$ cat src/rtl/time_params_pkg.sv
// ----------------------------------------------------------------------------
// time_params_pkg
// Shared definitions for the alarm-controller timing-parameter bank:
//   - param_sel_e : which of the four timing registers a write targets
//   - TIME_W      : default bit width of a time value (seconds)
//   - TP_DEF_*    : power-on values of the four delays
//   - sel_decode  : select + enable -> one-hot register write enables
// ----------------------------------------------------------------------------
package time_params_pkg;

    localparam int TIME_W     = 4;
    localparam int NUM_PARAMS = 4;

    // Power-on delays, in seconds
    localparam int TP_DEF_ARM       = 6;
    localparam int TP_DEF_DRIVER    = 8;
    localparam int TP_DEF_PASSENGER = 15;
    localparam int TP_DEF_ALARM     = 10;

    typedef enum logic [1:0] {
        SEL_ARM       = 2'd0,
        SEL_DRIVER    = 2'd1,
        SEL_PASSENGER = 2'd2,
        SEL_ALARM     = 2'd3
    } param_sel_e;

    // One-hot write enable for the selected register. When en is low no
    // register is enabled, so the select value does not matter.
    function automatic logic [NUM_PARAMS-1:0] sel_decode(input param_sel_e sel,
                                                         input logic       en);
        logic [NUM_PARAMS-1:0] onehot;
        onehot = '0;
        if (en) begin
            onehot = NUM_PARAMS'(1) << sel;
        end
        return onehot;
    endfunction

endpackage

$ cat src/rtl/time_parameters_if.sv
// ----------------------------------------------------------------------------
// time_parameters_if
// Reprogramming port of the timing-parameter bank.
//   param_select : target register (see param_sel_e)
//   time_value   : new value for the selected register, WIDTH bits
//   reprogram    : level-sensitive write strobe, sampled on rising clk
// Modports:
//   master : drives a write (controller / testbench side)
//   slave  : receives a write (time_parameters side)
// ----------------------------------------------------------------------------
interface time_parameters_if #(
    parameter int WIDTH = time_params_pkg::TIME_W
);
    import time_params_pkg::*;

    param_sel_e       param_select;
    logic [WIDTH-1:0] time_value;
    logic             reprogram;

    modport master (
        output param_select,
        output time_value,
        output reprogram
    );

    modport slave (
        input param_select,
        input time_value,
        input reprogram
    );

endinterface

$ cat src/rtl/tp_reg.sv
// ----------------------------------------------------------------------------
// tp_reg
// One timing-parameter register: WIDTH bits, asynchronous active-low reset
// to a parameterised default, loaded from d when we is high on a rising clk.
// Ports:
//   clk : clock
//   rst : asynchronous reset, active low
//   we  : write enable
//   d   : value to load
//   q   : register contents (driven directly by the flop)
// ----------------------------------------------------------------------------
module tp_reg #(
    parameter int               WIDTH   = 4,
    parameter logic [WIDTH-1:0] DEFAULT = '0
) (
    input  logic             clk,
    input  logic             rst,
    input  logic             we,
    input  logic [WIDTH-1:0] d,
    output logic [WIDTH-1:0] q
);

    logic [WIDTH-1:0] q_reg;

    always_ff @(posedge clk or negedge rst) begin
        if (!rst) begin
            q_reg <= DEFAULT;
        end else if (we) begin
            q_reg <= d;
        end
    end

    assign q = q_reg;

endmodule

$ cat src/rtl/time_parameters.sv
// ----------------------------------------------------------------------------
// time_parameters
// Programmable timing-parameter register bank for the anti-theft alarm
// controller. Holds the arm delay, driver-door delay, passenger-door delay and
// siren-on duration (seconds). Any one of them can be rewritten at run time
// through the cfg port; every output comes straight from a register.
//
// Ports:
//   clk               : clock, all writes on its rising edge
//   rst               : asynchronous reset, active low; loads the DEF_* values
//   cfg               : time_parameters_if.slave (param_select, time_value,
//                       reprogram)
//   T_ARM_DELAY       : arm delay
//   T_DRIVER_DELAY    : driver-door entry delay
//   T_PASSENGER_DELAY : passenger-door entry delay
//   T_ALARM_ON        : siren-on duration
//
// Build option:
//   TP_ZERO_REJECT_EN : when defined, a write carrying time_value == 0 is
//                       dropped so no delay can be programmed to zero length.
// ----------------------------------------------------------------------------
module time_parameters
    import time_params_pkg::*;
#(
    parameter int               WIDTH         = TIME_W,
    parameter logic [WIDTH-1:0] DEF_ARM       = WIDTH'(TP_DEF_ARM),
    parameter logic [WIDTH-1:0] DEF_DRIVER    = WIDTH'(TP_DEF_DRIVER),
    parameter logic [WIDTH-1:0] DEF_PASSENGER = WIDTH'(TP_DEF_PASSENGER),
    parameter logic [WIDTH-1:0] DEF_ALARM     = WIDTH'(TP_DEF_ALARM)
) (
    input  logic             clk,
    input  logic             rst,
    time_parameters_if.slave cfg,
    output logic [WIDTH-1:0] T_ARM_DELAY,
    output logic [WIDTH-1:0] T_DRIVER_DELAY,
    output logic [WIDTH-1:0] T_PASSENGER_DELAY,
    output logic [WIDTH-1:0] T_ALARM_ON
);

    // Defaults packed in select order so register gi picks slice gi.
    localparam logic [NUM_PARAMS*WIDTH-1:0] DEF_VEC =
        {DEF_ALARM, DEF_PASSENGER, DEF_DRIVER, DEF_ARM};

    logic                  write_ok;
    logic [NUM_PARAMS-1:0] reg_we;
    logic [WIDTH-1:0]      reg_q [NUM_PARAMS];

    // Qualified write strobe. The zero filter sits here, ahead of the decode,
    // so a rejected write leaves every register untouched.
`ifdef TP_ZERO_REJECT_EN
    assign write_ok = cfg.reprogram && (cfg.time_value != '0);
`else
    assign write_ok = cfg.reprogram;
`endif

    assign reg_we = sel_decode(cfg.param_select, write_ok);

    generate
        for (genvar gi = 0; gi < NUM_PARAMS; gi++) begin : g_param
            tp_reg #(
                .WIDTH   (WIDTH),
                .DEFAULT (DEF_VEC[gi*WIDTH +: WIDTH])
            ) u_reg (
                .clk (clk),
                .rst (rst),
                .we  (reg_we[gi]),
                .d   (cfg.time_value),
                .q   (reg_q[gi])
            );
        end
    endgenerate

    assign T_ARM_DELAY       = reg_q[int'(SEL_ARM)];
    assign T_DRIVER_DELAY    = reg_q[int'(SEL_DRIVER)];
    assign T_PASSENGER_DELAY = reg_q[int'(SEL_PASSENGER)];
    assign T_ALARM_ON        = reg_q[int'(SEL_ALARM)];

endmodule

$ cat src/flat_wrapper.sv
// flat-port wrapper written by rule: the top's interface ports become plain ports
module time_parameters_flat import time_params_pkg::*;
#(
    parameter int               WIDTH         = TIME_W,
    parameter logic [WIDTH-1:0] DEF_ARM       = WIDTH'(TP_DEF_ARM),
    parameter logic [WIDTH-1:0] DEF_DRIVER    = WIDTH'(TP_DEF_DRIVER),
    parameter logic [WIDTH-1:0] DEF_PASSENGER = WIDTH'(TP_DEF_PASSENGER),
    parameter logic [WIDTH-1:0] DEF_ALARM     = WIDTH'(TP_DEF_ALARM)
)
  (clk, rst, T_ARM_DELAY, T_DRIVER_DELAY, T_PASSENGER_DELAY, T_ALARM_ON, cfg_param_select, cfg_time_value, cfg_reprogram);
  time_parameters_if #(.WIDTH(WIDTH)) cfg_i ();
  input  logic clk;
  input  logic rst;
  output logic [WIDTH-1:0] T_ARM_DELAY;
  output logic [WIDTH-1:0] T_DRIVER_DELAY;
  output logic [WIDTH-1:0] T_PASSENGER_DELAY;
  output logic [WIDTH-1:0] T_ALARM_ON;
  input wire logic [$bits(cfg_i.param_select)-1:0] cfg_param_select;
  input wire logic [$bits(cfg_i.time_value)-1:0] cfg_time_value;
  input wire logic [$bits(cfg_i.reprogram)-1:0] cfg_reprogram;
  assign cfg_i.param_select = cfg_param_select;
  assign cfg_i.time_value = cfg_time_value;
  assign cfg_i.reprogram = cfg_reprogram;
  time_parameters #(.WIDTH(WIDTH), .DEF_ARM(DEF_ARM), .DEF_DRIVER(DEF_DRIVER), .DEF_PASSENGER(DEF_PASSENGER), .DEF_ALARM(DEF_ALARM)) u_core (.clk(clk), .rst(rst), .cfg(cfg_i), .T_ARM_DELAY(T_ARM_DELAY), .T_DRIVER_DELAY(T_DRIVER_DELAY), .T_PASSENGER_DELAY(T_PASSENGER_DELAY), .T_ALARM_ON(T_ALARM_ON));
endmodule
$ cat config.mk
export PLATFORM = sky130hd
export DESIGN_NAME = time_parameters_flat
export DESIGN_NICKNAME = d
export VERILOG_FILES = /design/src/rtl/time_params_pkg.sv /design/src/rtl/time_parameters_if.sv /design/src/rtl/tp_reg.sv /design/src/rtl/time_parameters.sv /design/src/flat_wrapper.sv
export SDC_FILE = /design/constraint.sdc
export NUM_CORES = 1
export LEC_CHECK = 0
export ABC_AREA = 1
export BUFFER_PORTS_ARGS = -buffer_cell sky130_fd_sc_hd__buf_2
export CAP_MARGIN = 15
export CORE_MARGIN = 1.5
export CORE_UTILIZATION = 46
export CTS_CLUSTER_SIZE = 8
export DETAILED_ROUTE_END_ITERATION = 16
export HOLD_SLACK_MARGIN = 0.03
export PLACE_DENSITY = 0.75
export SLEW_MARGIN = 30
export SYNTH_ARGS = -nofsm -noshare
export SYNTH_HDL_FRONTEND = slang
export SYNTH_SLANG_ARGS = --single-unit
$ cat constraint.sdc
create_clock -name clk -period 0.8 [get_ports clk]
set_clock_uncertainty 0.1 [all_clocks]
set_input_delay 0.16 -clock clk [delete_from_list [all_inputs] [get_ports clk]]
set_output_delay 0.16 -clock clk [all_outputs]
set_load 0.05 [all_outputs]
==> metrics, run 1 <==
Worst-Skew Late Latency 290 ps; drt total wl 1570 um; Die Width 42.0 um; failing checks negative setup slack; fillers 89; Leak 0.544 nW; Worst path top cell family by delay flip-flops; crit-path max FO 2; Net Count, Synth 84; Pre-Repair DR Iteration Count 4; Crit Path Category flip-flop to output port; vias per cell 5.26; Setup WS post-layout -461 ps; Crit-path slowest cell dfstp_2; fin crit share 158%; crit-path cells buf_8; Final Slew Violations 0; largest cells by area after synthesis dfstp_2, dfrtp_1, nand2_1; row count 13; die area 1760 sq um; total congestion overflow 0; Crit path required time 540 ps; final net count 120; sequential cell area 420 sq um; I/O pins 25; synthesized cell area 699 sq um; routability congestion estimate 0.771; core area 1370 sq um; Clock Tree Buf Depth 2; largest area contributor in the netlist dfstp_2; pin count of the biggest net entering global routing 18; CTS tree built; Syn Area/Cell 9.33 sq um; DRT iter0 DRCs 8; Starting Density 51.2%; FMAX 0.793 GHz; VDD IR-drop max 1.75 mV; Yosys top cell area share 33.8%; Vias 657; Pwr Density 2430 nW/um^2; drt wl/cell 12.6 um; CP Launch Type flip-flop; flip-flop count of the largest register after layout 16; number of buffers created by CTS 3; H-tree levels 1; Synth Instances 75; crit-path max cell delay 570 ps; final core occ 80.4%; Port Buf Inserts 24; # DRC 0; sequential-to-total area share from yosys stat 58.9%; headroom to the max-slew limit 76.4%; hpwl dp 1080 um; vias in the first global route 673; final setup TNS -6510 ps; global-route wire length before repair 2680 um; clk sinks 16; Final setup viols 25; Worst Hold Class primary input to flip-flop; Arr. time, crit path 1000 ps; Distinct cells, synth 10; root buf cell clkbuf_4; Clock transition at path regs 90 ps; YS warnings 0; Final Hold Fails 0; dpl cells 118; initial antenna violation count 0; crit end category output port; Final ANT Viol Nets 0; RSZ-0062 raised after global routing yes; Final min period 1260 ps; worst slew pin tran 354 ps; worst path bufs/invs 1; number of diodes 0; Synth-to-Final Area Change 57.1%; max-cap viol count 0; status finished, violations left; layout cells sized above 1 55.5%; die span in y 42.0 um; area occupied by multi-input gates 270 sq um; Total GRT Usage 20.0%; fin cells 125; Seq cells post-synth 16
[synthesized netlist by cell type]
| library cell | n |
|---|---|
| buf_2 | 2 |
| buf_4 | 2 |
| dfrtp_1 | 7 |
| dfstp_2 | 9 |
| inv_1 | 2 |
| nand2_1 | 33 |
| nand3_1 | 4 |
| nand3_2 | 3 |
| nand4_1 | 12 |
| nor2_2 | 1 |
[cells in the final DEF, fill, tap and decap left out]
cell / instances
dfstp_2: 9
nand2_4: 1
clkbuf_1: 1
buf_12: 1
nand2_2: 3
buf_8: 8
dfrtp_2: 7
dlygate4sd3_1: 1
buf_4: 7
nor2_2: 1
nand4_1: 12
nand3_2: 3
clkbuf_4: 3
inv_1: 2
buf_6: 10
nand2_1: 29
buf_2: 8
nand3_1: 4
[logic make-up (layout without fill, tap and decap cells)]
logic type             count (synthesis)  in the layout  share of synthesized area [%]
buffers and inverters                  6             41                           4.65
flip-flops                            16             16                           58.9
AND/OR/NAND/NOR                       53             53                           36.5
[layer usage]
metal	GRT usage [%]	wire, um	vias up
met3	3.88	87	2
li1	-	-	320
met1	25.4	654	313
met5	0	0	-
met2	33.4	811	22
met4	7.74	21	0
[what timing repair did]
item | in CTS | in global routing
resized for setup | 40 | 8
setup endpoints to repair | 17 | 26
setup buffers | 1 | 2
endpoints found under the hold margin | 19 | 0
hold buffers | 1 | 0
[worst paths after layout]
kind	from	to	slack [ps]	cells past startpoint
max	u_core.g_param[0].u_reg.q[1]$_DFFE_PN1P_	T_ARM_DELAY[1]	-460	1
min	cfg_time_value[2]	u_core.g_param[0].u_reg.q[2]$_DFFE_PN1P_	30	3
max reg2reg	u_core.g_param[1].u_reg.q[3]$_DFFE_PN1P_	u_core.g_param[1].u_reg.q[3]$_DFFE_PN1P_	-100	3
min reg2reg	u_core.g_param[3].u_reg.q[3]$_DFFE_PN1P_	u_core.g_param[3].u_reg.q[3]$_DFFE_PN1P_	370	2
max in group asynchronous	rst	u_core.g_param[2].u_reg.q[1]$_DFFE_PN1P_	90	2
min in group asynchronous	rst	u_core.g_param[3].u_reg.q[0]$_DFFE_PN0P_	200	2
[worst reg2reg max path: stages (launching register included)]
cell,delay [ps]
dfstp_2,570
buf_6,100
nand2_4,30
nand2_2,50
[area by class of cell]
| class | count | area share, % |
|---|---|---|
| multi-input cells | 53 | 24.6 |
| flip-flops and latches | 16 | 38.3 |
| repair buffers | 35 | 32.3 |
| well taps | 15 | 1.71 |
| inverters | 2 | 0.683 |
| clock buffers | 4 | 2.39 |
[metrics by stage]
stage	hold slack, ps	setup WS [ps]	cell area [sq um]	total power, W
after global routing	34.4	-493	1100	0.00280
final	29.2	-461	1100	0.00267
after floorplan	-236	-160	708	0.00171
after detailed placement	-11.1	-230	895	0.00193
after global placement	-21.2	-218	895	0.00191
after CTS	18.0	-469	1070	0.00264
[where the power goes]
part	switching, W	internal, W	leakage [nW]
sequential	0.000110	0.00100	0.173
combinational	0.000685	0.000434	0.355
clock	0.000247	0.000194	0.0150
total	0.00104	0.00163	0.544
(Power assumes the default switching activity.)
==> inputs of run 2 (changes only) <==
--- a/config.mk
+++ b/config.mk
@@ -9,11 +9,11 @@
 export BUFFER_PORTS_ARGS = -buffer_cell sky130_fd_sc_hd__buf_2
 export CAP_MARGIN = 15
 export CORE_MARGIN = 1.5
-export CORE_UTILIZATION = 46
+export CORE_UTILIZATION = 50
 export CTS_CLUSTER_SIZE = 8
 export DETAILED_ROUTE_END_ITERATION = 16
 export HOLD_SLACK_MARGIN = 0.03
-export PLACE_DENSITY = 0.75
+export PLACE_DENSITY = 0.8
 export SLEW_MARGIN = 30
 export SYNTH_ARGS = -nofsm -noshare
 export SYNTH_HDL_FRONTEND = slang
==> constraint.sdc (replaced) <==
create_clock -name clk -period 1.6 [get_ports clk]
set_clock_uncertainty 0.1 [all_clocks]
set_input_delay 0.32 -clock clk [delete_from_list [all_inputs] [get_ports clk]]
set_output_delay 0.32 -clock clk [all_outputs]
set_load 0.05 [all_outputs]
==> run 2 against run 1 <==
Effect of this change:
- worst setup slack improved by 570 ps
- clock power fell by 41%
- the run now ends clean
- cell count fell by 8.0%
- sequential power fell by 53%
- wire length fell by 6.1%
- non-clock buffer count fell by 10
- worst hold slack improved by 170 ps
- critical path type unchanged
- critical endpoint is now T_PASSENGER_DELAY[1]
==> metrics, run 2 (synthesis gave the netlist of run 1 again) <==
pin count of the biggest net entering global routing 21 (+3); Final setup viols 0 (-100%); Clock Tree Buf Depth 2 (unchanged); flip-flop count of the largest register after layout 16 (unchanged); Pre-Repair DR Iteration Count 4 (unchanged); Port Buf Inserts 24 (unchanged); number of buffers created by CTS 3 (unchanged); Post-CTS Setup Bufs 0 (-1); Arr. time, crit path 1070 ps (+70 ps); Vias 623 (-5.2%); initial antenna violation count 0 (unchanged); DRT iter0 DRCs 18 (+10); Leak 0.463 nW (-15%); crit-path cells buf_2; H-tree levels 1 (unchanged); row count 13 (unchanged); sw frac 40.3% (+1.4 points); worst path bufs/invs 1 (unchanged); Starting Density 53.8% (+2.6 points); drt total wl 1480 um (-6.1%); Synth-to-Final Area Change 22.9%; worst slew pin tran 351 ps (-3.39 ps); post-cts sizing count 0 (-100%); Pwr Density 1400 nW/um^2 (-43%); total congestion overflow 0 (unchanged); Crit path required time 1180 ps (+640 ps); hpwl dp 1070 um (-1.3%); status complete, no violations; most frequent cells in the layout nand2_1, buf_2, nand4_1; Final min period 1490 ps; final net count 110 (-8.3%); CP startpoint u_core.g_param[2].u_reg.q[1]$_DFFE_PN1P_; final setup TNS 0 ps (+6510 ps); core area 1300 sq um (-4.8%); root buf cell clkbuf_4; Total GRT Usage 22.3% (+2.3 points); Worst path top cell family by delay flip-flops; FF-to-FF Start u_core.g_param[2].u_reg.q[1]$_DFFE_PN1P_; headroom to the max-slew limit 76.6% (+0.23 points); Internal 0.000717 W (-56%); crit end category output port; Worst-Skew Late Latency 280 ps (about the same); global-route wire length before repair 2410 um (-10%); Final Slew Violations 0 (unchanged); Crit Path Category flip-flop to output port; Final ANT Viol Nets 0 (unchanged); vias in the first global route 555 (-18%); I/O pins 25 (unchanged); fin cells 115 (-8.0%); R2R Path End u_core.g_param[2].u_reg.q[1]$_DFFE_PN1P_; cts hold-fix bufs 1 (unchanged); Worst Hold Class primary input to flip-flop; fillers 114 (+28%); Comb pwr share 34.4% (-7.5 points); CP Launch Type flip-flop; # DRC 0 (unchanged); crit-path max FO 2 (unchanged); number of diodes 0 (unchanged); layout cells sized above 1 41.0% (-14 points); max-cap viol count 0 (unchanged); routability congestion estimate 0.731 (-5.2%); sequential power share 43.9% (+2.3 points); Clock Power Share 21.7% (+5.2 points); RSZ-0062 raised after global routing no; fin crit share 93.4%; VDD IR-drop max 0.796 mV (-54%); drt wl/cell 12.9 um (+2.1%); vias per cell 5.42 (+3.1%); end of the critical path T_PASSENGER_DELAY[1]; crit-path max cell delay 540 ps (-30 ps); Crit-path slowest cell dfstp_2; Final Hold Fails 0 (unchanged); die span in y 40.4 um (-3.8%); clk sinks 16 (unchanged); most common cell after layout, fill and taps aside nand2_1; net switching power 0.000484 W (-54%); Die Width 40.4 um (-3.8%); CTS tree built; reg2reg path depth 2 (-1); Clock transition at path regs 90 ps (about the same); dpl cells 110 (-6.8%); FMAX 0.669 GHz; cell count along the critical path 1 (unchanged); die area 1630 sq um (-7.5%); r2r setup slk 800 ps (+900 ps)
[run 2: cell types whose count changed in the layout (fill, tap and decap cells not counted), sizes merged]
cell	delta
buf	-10
[run 2: area by class of cell]
cell class | count | area (sq um) | area share [%]
Sequential cell | 16 | 412 | 47.9
Multi-Input combinational cell | 53 | 255 | 29.7
Timing Repair Buffer | 25 | 130 | 15.1
Clock buffer | 4 | 36.3 | 4.22
Tap cell | 15 | 18.8 | 2.18
Inverter | 2 | 7.51 | 0.873
[run 2: metrics by stage]
| step | utilization [%] | power [W] | hold WS [ps] | setup slack [ps] | area [sq um] |
|---|---|---|---|---|---|
| floorplan | - | 0.000851 | -75.6 | 516 | 699 |
| global placement | 62.5 | 0.000937 | 141 | 424 | 813 |
| detailed placement | 62.5 | 0.000947 | 148 | 408 | 813 |
| CTS | 66.1 | 0.00121 | 198 | 98.3 | 860 |
| global route | 66.1 | 0.00126 | 197 | 68.0 | 860 |
| finish | 66.1 | 0.00120 | 202 | 106 | 860 |
[run 2: power by group through the flow]
stage               Combinational [W]  Clock [W]  Sequential [W]
CTS                          0.000416   0.000267        0.000527
detailed placement           0.000414          0        0.000533
finish                       0.000414   0.000260        0.000527
floorplan                   0.0000791          0        0.000772
global placement             0.000408          0        0.000529
global route                 0.000443   0.000283        0.000538
[run 2: per-layer routing]
layer	track usage [%]	share of wire, %	wire length (um)	vias up
li1	-	-	-	305
met3	6.67	7.0	104	2
met4	10.0	0.74	11	0
met5	0	0	0	-
met2	32.1	48	703	32
met1	30.4	45	659	284
[run 2: worst min path at each step]
| stage | cells past startpoint | to | from | slack [ps] |
|---|---|---|---|---|
| floorplan | 0 | u_core.g_param[0].u_reg.q[0]$_DFFE_PN0P_ | rst | -80 |
| global placement | 1 | u_core.g_param[3].u_reg.q[0]$_DFFE_PN0P_ | rst | 140 |
| detailed placement | 1 | u_core.g_param[3].u_reg.q[0]$_DFFE_PN0P_ | rst | 150 |
| CTS | 3 | u_core.g_param[0].u_reg.q[1]$_DFFE_PN1P_ | cfg_time_value[1] | 200 |
| global route | 3 | u_core.g_param[1].u_reg.q[3]$_DFFE_PN1P_ | cfg_time_value[3] | 200 |
| finish | 3 | u_core.g_param[3].u_reg.q[3]$_DFFE_PN1P_ | cfg_time_value[3] | 200 |
[run 2: worst min-delay path, stage by stage]
cell	delay, ps
buf_2	130
nand4_1	90
nand2_1	50
